$ cat src/rtl/wb_stage_if.sv
// MEM-stage handshake and data-memory response bundle feeding wb_stage.
interface wb_stage_if #(
    parameter int XLEN = 64,
    parameter int PC_W = 64
);
    logic            m_valid;
    logic            m_ready;
    logic [PC_W-1:0] m_pc;
    logic [4:0]      m_rd;
    logic            m_rd_we;
    logic [XLEN-1:0] m_result;
    logic            m_is_load;
    logic [2:0]      m_funct3;
    logic [2:0]      m_addr_lo;
    logic            dmem_rvalid;
    logic [XLEN-1:0] dmem_rdata;

    // Upstream side: MEM stage plus data memory.
    modport master (
        output m_valid, m_pc, m_rd, m_rd_we, m_result, m_is_load,
               m_funct3, m_addr_lo, dmem_rvalid, dmem_rdata,
        input  m_ready
    );

    // Writeback stage side.
    modport slave (
        input  m_valid, m_pc, m_rd, m_rd_we, m_result, m_is_load,
               m_funct3, m_addr_lo, dmem_rvalid, dmem_rdata,
        output m_ready
    );
endinterface

$ cat src/rtl/wb_stage.sv
// Writeback stage of the RV64 pipeline: accepts one retiring instruction,
// waits for load data when needed, aligns/extends it and drives the
// register-file write port plus a difftest commit pulse.
// Optional macro WB_COMMIT_CNT_EN enables the retired-instruction counter;
// when undefined commit_cnt is tied to zero.
module wb_stage #(
    parameter int XLEN = 64,
    parameter int PC_W = 64
) (
    input  logic            clk,
    input  logic            rst,
    wb_stage_if.slave       mem,
    output logic [4:0]      WriteAddr,
    output logic [XLEN-1:0] WriteData,
    output logic            WriteEnable,
    output logic            stallW,
    output logic            wb_valid,
    output logic [PC_W-1:0] wb_pc,
    output logic [63:0]     commit_cnt
);

    typedef enum logic [1:0] {
        S_IDLE   = 2'd0,
        S_WAIT   = 2'd1,
        S_COMMIT = 2'd2
    } state_t;

    state_t          r_state;
    logic [PC_W-1:0] r_pc;
    logic [4:0]      r_rd;
    logic            r_rd_we;
    logic [2:0]      r_funct3;
    logic [2:0]      r_addr_lo;

    logic [4:0]      r_waddr;
    logic [XLEN-1:0] r_wdata;
    logic            r_we;
    logic            r_wb_valid;
    logic [PC_W-1:0] r_wb_pc;

    logic [XLEN-1:0] w_shifted;
    logic [XLEN-1:0] w_load_value;
    logic            w_accept;

    assign mem.m_ready = (r_state != S_WAIT);
    assign stallW      = (r_state == S_WAIT);
    assign w_accept    = mem.m_valid & (r_state != S_WAIT);

    assign WriteAddr   = r_waddr;
    assign WriteData   = r_wdata;
    assign WriteEnable = r_we;
    assign wb_valid    = r_wb_valid;
    assign wb_pc       = r_wb_pc;

    // Align the raw doubleword to the captured byte offset and extend per load type.
    always_comb begin
        w_shifted    = mem.dmem_rdata >> {r_addr_lo, 3'b000};
        w_load_value = '0;
        case (r_funct3)
            3'b000:  w_load_value = {{(XLEN-8){w_shifted[7]}},   w_shifted[7:0]};
            3'b001:  w_load_value = {{(XLEN-16){w_shifted[15]}}, w_shifted[15:0]};
            3'b010:  w_load_value = {{(XLEN-32){w_shifted[31]}}, w_shifted[31:0]};
            3'b011:  w_load_value = w_shifted;
            3'b100:  w_load_value = {{(XLEN-8){1'b0}},  w_shifted[7:0]};
            3'b101:  w_load_value = {{(XLEN-16){1'b0}}, w_shifted[15:0]};
            3'b110:  w_load_value = {{(XLEN-32){1'b0}}, w_shifted[31:0]};
            default: w_load_value = '0;
        endcase
    end

    // Control FSM; commit outputs are loaded on the edge that enters COMMIT.
    always_ff @(posedge clk or negedge rst) begin
        if (!rst) begin
            r_state    <= S_IDLE;
            r_pc       <= '0;
            r_rd       <= '0;
            r_rd_we    <= 1'b0;
            r_funct3   <= '0;
            r_addr_lo  <= '0;
            r_waddr    <= '0;
            r_wdata    <= '0;
            r_we       <= 1'b0;
            r_wb_valid <= 1'b0;
            r_wb_pc    <= '0;
        end else begin
            r_we       <= 1'b0;
            r_wb_valid <= 1'b0;
            case (r_state)
                S_IDLE, S_COMMIT: begin
                    if (w_accept) begin
                        r_pc      <= mem.m_pc;
                        r_rd      <= mem.m_rd;
                        r_rd_we   <= mem.m_rd_we;
                        r_funct3  <= mem.m_funct3;
                        r_addr_lo <= mem.m_addr_lo;
                        if (mem.m_is_load) begin
                            r_state <= S_WAIT;
                        end else begin
                            r_state    <= S_COMMIT;
                            r_waddr    <= mem.m_rd;
                            r_wdata    <= mem.m_result;
                            r_we       <= mem.m_rd_we & (mem.m_rd != 5'd0);
                            r_wb_valid <= 1'b1;
                            r_wb_pc    <= mem.m_pc;
                        end
                    end else begin
                        r_state <= S_IDLE;
                    end
                end
                S_WAIT: begin
                    if (mem.dmem_rvalid) begin
                        r_state    <= S_COMMIT;
                        r_waddr    <= r_rd;
                        r_wdata    <= w_load_value;
                        r_we       <= r_rd_we & (r_rd != 5'd0);
                        r_wb_valid <= 1'b1;
                        r_wb_pc    <= r_pc;
                    end
                end
                default: r_state <= S_IDLE;
            endcase
        end
    end

`ifdef WB_COMMIT_CNT_EN
    logic [63:0] r_commit_cnt;

    // Count every commit cycle; wraps naturally at 64 bits.
    always_ff @(posedge clk or negedge rst) begin
        if (!rst) begin
            r_commit_cnt <= '0;
        end else if (r_wb_valid) begin
            r_commit_cnt <= r_commit_cnt + 64'd1;
        end
    end

    assign commit_cnt = r_commit_cnt;
`else
    assign commit_cnt = '0;
`endif

endmodule

$ cat src/flat_wrapper.sv
// flat-port wrapper written by rule: the top's interface ports become plain ports
module wb_stage_flat 
#(
    parameter int XLEN = 64,
    parameter int PC_W = 64
)
  (clk, rst, WriteAddr, WriteData, WriteEnable, stallW, wb_valid, wb_pc, commit_cnt, mem_m_valid, mem_m_pc, mem_m_rd, mem_m_rd_we, mem_m_result, mem_m_is_load, mem_m_funct3, mem_m_addr_lo, mem_dmem_rvalid, mem_dmem_rdata, mem_m_ready);
  wb_stage_if #(.XLEN(XLEN), .PC_W(PC_W)) mem_i ();
  input  logic clk;
  input  logic rst;
  output logic [4:0] WriteAddr;
  output logic [XLEN-1:0] WriteData;
  output logic WriteEnable;
  output logic stallW;
  output logic wb_valid;
  output logic [PC_W-1:0] wb_pc;
  output logic [63:0] commit_cnt;
  input wire logic [$bits(mem_i.m_valid)-1:0] mem_m_valid;
  input wire logic [$bits(mem_i.m_pc)-1:0] mem_m_pc;
  input wire logic [$bits(mem_i.m_rd)-1:0] mem_m_rd;
  input wire logic [$bits(mem_i.m_rd_we)-1:0] mem_m_rd_we;
  input wire logic [$bits(mem_i.m_result)-1:0] mem_m_result;
  input wire logic [$bits(mem_i.m_is_load)-1:0] mem_m_is_load;
  input wire logic [$bits(mem_i.m_funct3)-1:0] mem_m_funct3;
  input wire logic [$bits(mem_i.m_addr_lo)-1:0] mem_m_addr_lo;
  input wire logic [$bits(mem_i.dmem_rvalid)-1:0] mem_dmem_rvalid;
  input wire logic [$bits(mem_i.dmem_rdata)-1:0] mem_dmem_rdata;
  output wire logic [$bits(mem_i.m_ready)-1:0] mem_m_ready;
  assign mem_i.m_valid = mem_m_valid;
  assign mem_i.m_pc = mem_m_pc;
  assign mem_i.m_rd = mem_m_rd;
  assign mem_i.m_rd_we = mem_m_rd_we;
  assign mem_i.m_result = mem_m_result;
  assign mem_i.m_is_load = mem_m_is_load;
  assign mem_i.m_funct3 = mem_m_funct3;
  assign mem_i.m_addr_lo = mem_m_addr_lo;
  assign mem_i.dmem_rvalid = mem_dmem_rvalid;
  assign mem_i.dmem_rdata = mem_dmem_rdata;
  assign mem_m_ready = mem_i.m_ready;
  wb_stage #(.XLEN(XLEN), .PC_W(PC_W)) u_core (.clk(clk), .rst(rst), .mem(mem_i), .WriteAddr(WriteAddr), .WriteData(WriteData), .WriteEnable(WriteEnable), .stallW(stallW), .wb_valid(wb_valid), .wb_pc(wb_pc), .commit_cnt(commit_cnt));
endmodule
$ cat config.mk
export PLATFORM = sky130hd
export DESIGN_NAME = wb_stage_flat
export DESIGN_NICKNAME = d
export VERILOG_FILES = /design/src/rtl/wb_stage_if.sv /design/src/rtl/wb_stage.sv /design/src/flat_wrapper.sv
export SDC_FILE = /design/constraint.sdc
export NUM_CORES = 1
export LEC_CHECK = 0
export CAP_MARGIN = 20
export CORE_AREA = 2 2 157 159
export CTS_CLUSTER_SIZE = 24
export DETAILED_ROUTE_END_ITERATION = 6
export DIE_AREA = 0 0 159 161
export DONT_BUFFER_PORTS = 1
export GPL_TIMING_DRIVEN = 1
export PLACE_DENSITY = 0.68
export SLEW_MARGIN = 20
export SYNTH_ARGS = -nofsm -noshare
export SYNTH_HDL_FRONTEND = slang
export SYNTH_SLANG_ARGS = --single-unit
export TNS_END_PERCENT = 10
$ cat constraint.sdc
create_clock -name clk -period 2.1 [get_ports clk]
set_clock_uncertainty 0.05 [all_clocks]
set_input_delay 0.42 -clock clk [delete_from_list [all_inputs] [get_ports clk]]
set_output_delay 0.42 -clock clk [all_outputs]
set_load 0.02 [all_outputs]
==> impl_metrics.py <==
metrics = {
    "run": {
        "drv_cap": 0,
    },
    "pwr": {
        "vdd_drop_max_mv": 0.622,
        "power.leakage_nw": 5.85,
        "p_per_area_nw_per_um2": 1090,
    },
    "cts": {
        "clk-insertion-delay-late_ns": 0.53,
        "clk_pin_slew_ns": 0.06,
        "root_buffer": "clkbuf_16",
        "cts_tree": "done",
        "cts.sinks": 213,
        "numCtsBuffers": 25,
        "cts_hold_buf": 83,
        "clk_path_buf_depth": 3,
        "htreeDepth": 1,
    },
    "sta": {
        "finalCritPeriodShare_pct": 98.5,
        "finalSetupTns_ns": 0,
        "setup_slack_ns": 0.0309,
        "drv_slew": 0,
        "worst-slew-pin-transition_ns": 0.723,
        "final-hold-violation-count": 213,
        "grt_setup_unrepaired": "yes",
        "clock.fmax_ghz": 0.483,
        "relSlewSlack_pct": 51.7,
        "fin_hold_ws_ns": -0.468,
        "setup_viol": 0,
        "layout_min_cycle_time_ns": 2.07,
    },
    "placement": {
        "gp_congestion": 0.884,
        "hpwlAfterDp_mm": 23.7,
        "port_buffers": 0,
        "dp.cells": 1429,
        "pre_cts_ws_ns": 0.0453,
    },
    "setup_path": {
        "required_ns": 1.63,
        "arrival_ns": 1.60,
        "worst_path_largest_cell_delay_ns": 0.43,
        "cp.depth": 2,
        "r2r_start": "u_core.r_addr_lo[0]$_DFFE_PN0P_",
        "path_delay_family": "flip-flops",
        "cp-start-kind": "flip-flop",
        "r2r-end": "u_core.WriteData[58]$_DFFE_PN0P_",
        "worstSetupEndpointType": "output pin",
        "rr_worst_depth": 7,
        "critPathKind": "reg -> out",
        "cp_num_buf_inv": 1,
        "rrSetupSlack_ns": 0.06,
        "path_cells": "nand2b_4 -> buf_16",
        "path_max_fanout": 135,
        "slowest_stage": "dfrtp_1",
    },
    "die": {
        "dieArea_um2": 25600,
        "die_w_um": 159,
        "die_h_um": 161,
        "ioPinCount": 410,
        "core_um2": 24000,
        "rows": 57,
        "initial_utilization_pct": 48.4,
    },
    "hold_path": {
        "hold_class": "in -> async",
    },
    "synth": {
        "ys.flop_type": "dfrtp_1",
        "synth_edf_count": 0,
        "ys_ff_latch": 213,
        "avgSynthCellArea_um2": 9.90,
        "async_flop_share_pct": 100,
        "syn_area_um2": 11600,
        "synthesis.instances": 1170,
        "ys_warn_count": 0,
        "yosys.cell_types.count": 45,
        "yosysSeqAreaShare_pct": 46.0,
    },
    "run_status": {
        "status": "finished, violations left",
        "violations": "negative hold slack",
    },
    "finish": {
        "layout_common_cells": "210 x dfrtp_1, 153 x nand2_1, 116 x nor2_1",
        "layout_commonest_cell": "dfrtp_1",
        "utilization_pct": 56.8,
        "drive_gt1_share_pct": 17.5,
        "layout.nets": 1426,
        "stdcell_count": 1564,
        "area_growth_pct": 17.4,
    },
    "routing": {
        "wl_per_cell_um": 23.1,
        "via_count": 9561,
        "drc": 0,
        "antenna_left": 0,
        "totalWireLength_mm": 36.1,
        "dr.pass1.iters": 5,
        "via_per_inst": 6.11,
        "drt_iter0_markers": 787,
    },
    "grt": {
        "grt_max_degree": 214,
        "track_usage_pct": 27.2,
        "grt_pass1_wl_mm": 55.4,
        "grt_overflow": 0,
        "antenna_found_initial": 5,
        "grt_pass1_vias": 9476,
    },
}
state kept, by name, summed over array words and instances, names as in the netlist, 2 cells and up:
name / cells
u_core.WriteAddr: 5
u_core.WriteData: 64
u_core.r_addr_lo: 3
u_core.r_funct3: 3
u_core.r_pc: 64
u_core.r_rd: 5
u_core.r_state: 2
u_core.wb_pc: 64
cell usage after synthesis (3+ instances only):
| cell type | count | area (um^2) |
|---|---|---|
| a211oi_1 | 22 | 165 |
| a21oi_1 | 45 | 225 |
| a221oi_1 | 39 | 342 |
| a31oi_1 | 71 | 444 |
| a32oi_1 | 31 | 272 |
| and2_1 | 4 | 25.0 |
| and3_1 | 55 | 344 |
| buf_1 | 6 | 22.5 |
| buf_2 | 37 | 185 |
| buf_4 | 68 | 510 |
| buf_6 | 5 | 56.3 |
| clkbuf_1 | 53 | 199 |
| dfrtp_1 | 213 | 5330 |
| inv_1 | 6 | 22.5 |
| inv_2 | 3 | 11.3 |
| mux2_2 | 89 | 1000 |
| mux2i_1 | 43 | 430 |
| mux4_2 | 16 | 360 |
| nand2_1 | 153 | 574 |
| nand2b_1 | 5 | 31.3 |
| nand3_1 | 3 | 15.0 |
| nor2_1 | 118 | 443 |
| nor2b_1 | 10 | 62.6 |
| o211ai_1 | 7 | 52.6 |
| o21ai_0 | 29 | 145 |
| o21ai_1 | 3 | 15.0 |
| o221ai_1 | 7 | 61.3 |
| o32ai_1 | 6 | 52.6 |
cell type report:
| cell class | instances | area, um^2 |
|---|---|---|
| clock inverters | 13 | 201 |
| repair buffers | 126 | 1320 |
| fillers | 2004 | 10400 |
| flip-flops and latches | 213 | 5330 |
| inverters | 9 | 41.3 |
| clock buffers | 33 | 716 |
| multi-input cells | 842 | 5580 |
| well taps | 324 | 405 |
| diodes | 4 | 10.0 |
kinds of logic (layout without fill, tap and decap cells):
kind of cell / Yosys count / after routing / share of synthesized area (%)
compound gates: 271 / 271 / 16.2
flops: 213 / 213 / 46.0
buf+inv: 178 / 181 / 8.69
simple gates: 359 / 359 / 13.6
mux: 148 / 148 / 15.5
other cells: 1 / 68 / 0.0324
routing by layer:
layer	wire length (um)	GRT usage (%)
met4	1380	10.2
met3	3700	8.96
met1	13700	33.1
met5	7	0
met2	17300	45.3
worst max path at each step:
stage,start,endpoint,slack [ns]
after floorplan,u_core.r_addr_lo[1]$_DFFE_PN0P_,u_core.WriteData[6]$_DFFE_PN0P_,0.22
after global placement,u_core.r_funct3[1]$_DFFE_PN0P_,u_core.WriteData[24]$_DFFE_PN0P_,0.09
after detailed placement,u_core.r_funct3[2]$_DFFE_PN0P_,u_core.WriteData[24]$_DFFE_PN0P_,0.05
after CTS,u_core.r_funct3[2]$_DFFE_PN0P_,u_core.WriteData[24]$_DFFE_PN0P_,0.03
after global routing,u_core.r_addr_lo[0]$_DFFE_PN0P_,u_core.WriteData[6]$_DFFE_PN0P_,-0.04
final,u_core.r_state[0]$_DFFE_PN0N_,mem_m_ready,0.03
worst register-to-register path, stage by stage (launching register included):
cell	delay [ns]
dfrtp_2	0.45
buf_4	0.19
nor2b_1	0.13
a22oi_1	0.23
nand4_1	0.24
o41a_4	0.21
clkbuf_16	0.22
a32oi_1	0.22
repair_timing:
item                       in CTS  in global routing
hold endpoints to repair      362                213
setup endpoints to repair       0                 60
setup buffers                   0                  1
gates resized for setup         0                 14
report_power, final:
part | internal [W] | total [W] | switching, W | leakage [nW]
registers | 0.00504 | 0.00670 | 0.00166 | 2.52
clock network | 0.00292 | 0.00475 | 0.00182 | 0.449
logic | 0.00157 | 0.00344 | 0.00187 | 2.88
total | 0.00953 | 0.0149 | 0.00535 | 5.85
per-stage QoR:
| step | power, W | instance area, um^2 | hold slack [ns] |
|---|---|---|---|
| floorplan | 0.00901 | 11800 | 0.0744 |
| global placement | 0.00981 | 11700 | 0.0785 |
| detailed placement | 0.00992 | 11700 | 0.0794 |
| CTS | 0.0149 | 13500 | -0.488 |
| global route | 0.0156 | 13600 | -0.488 |
| finish | 0.0149 | 13600 | -0.468 |
(Power assumes the default switching activity.)
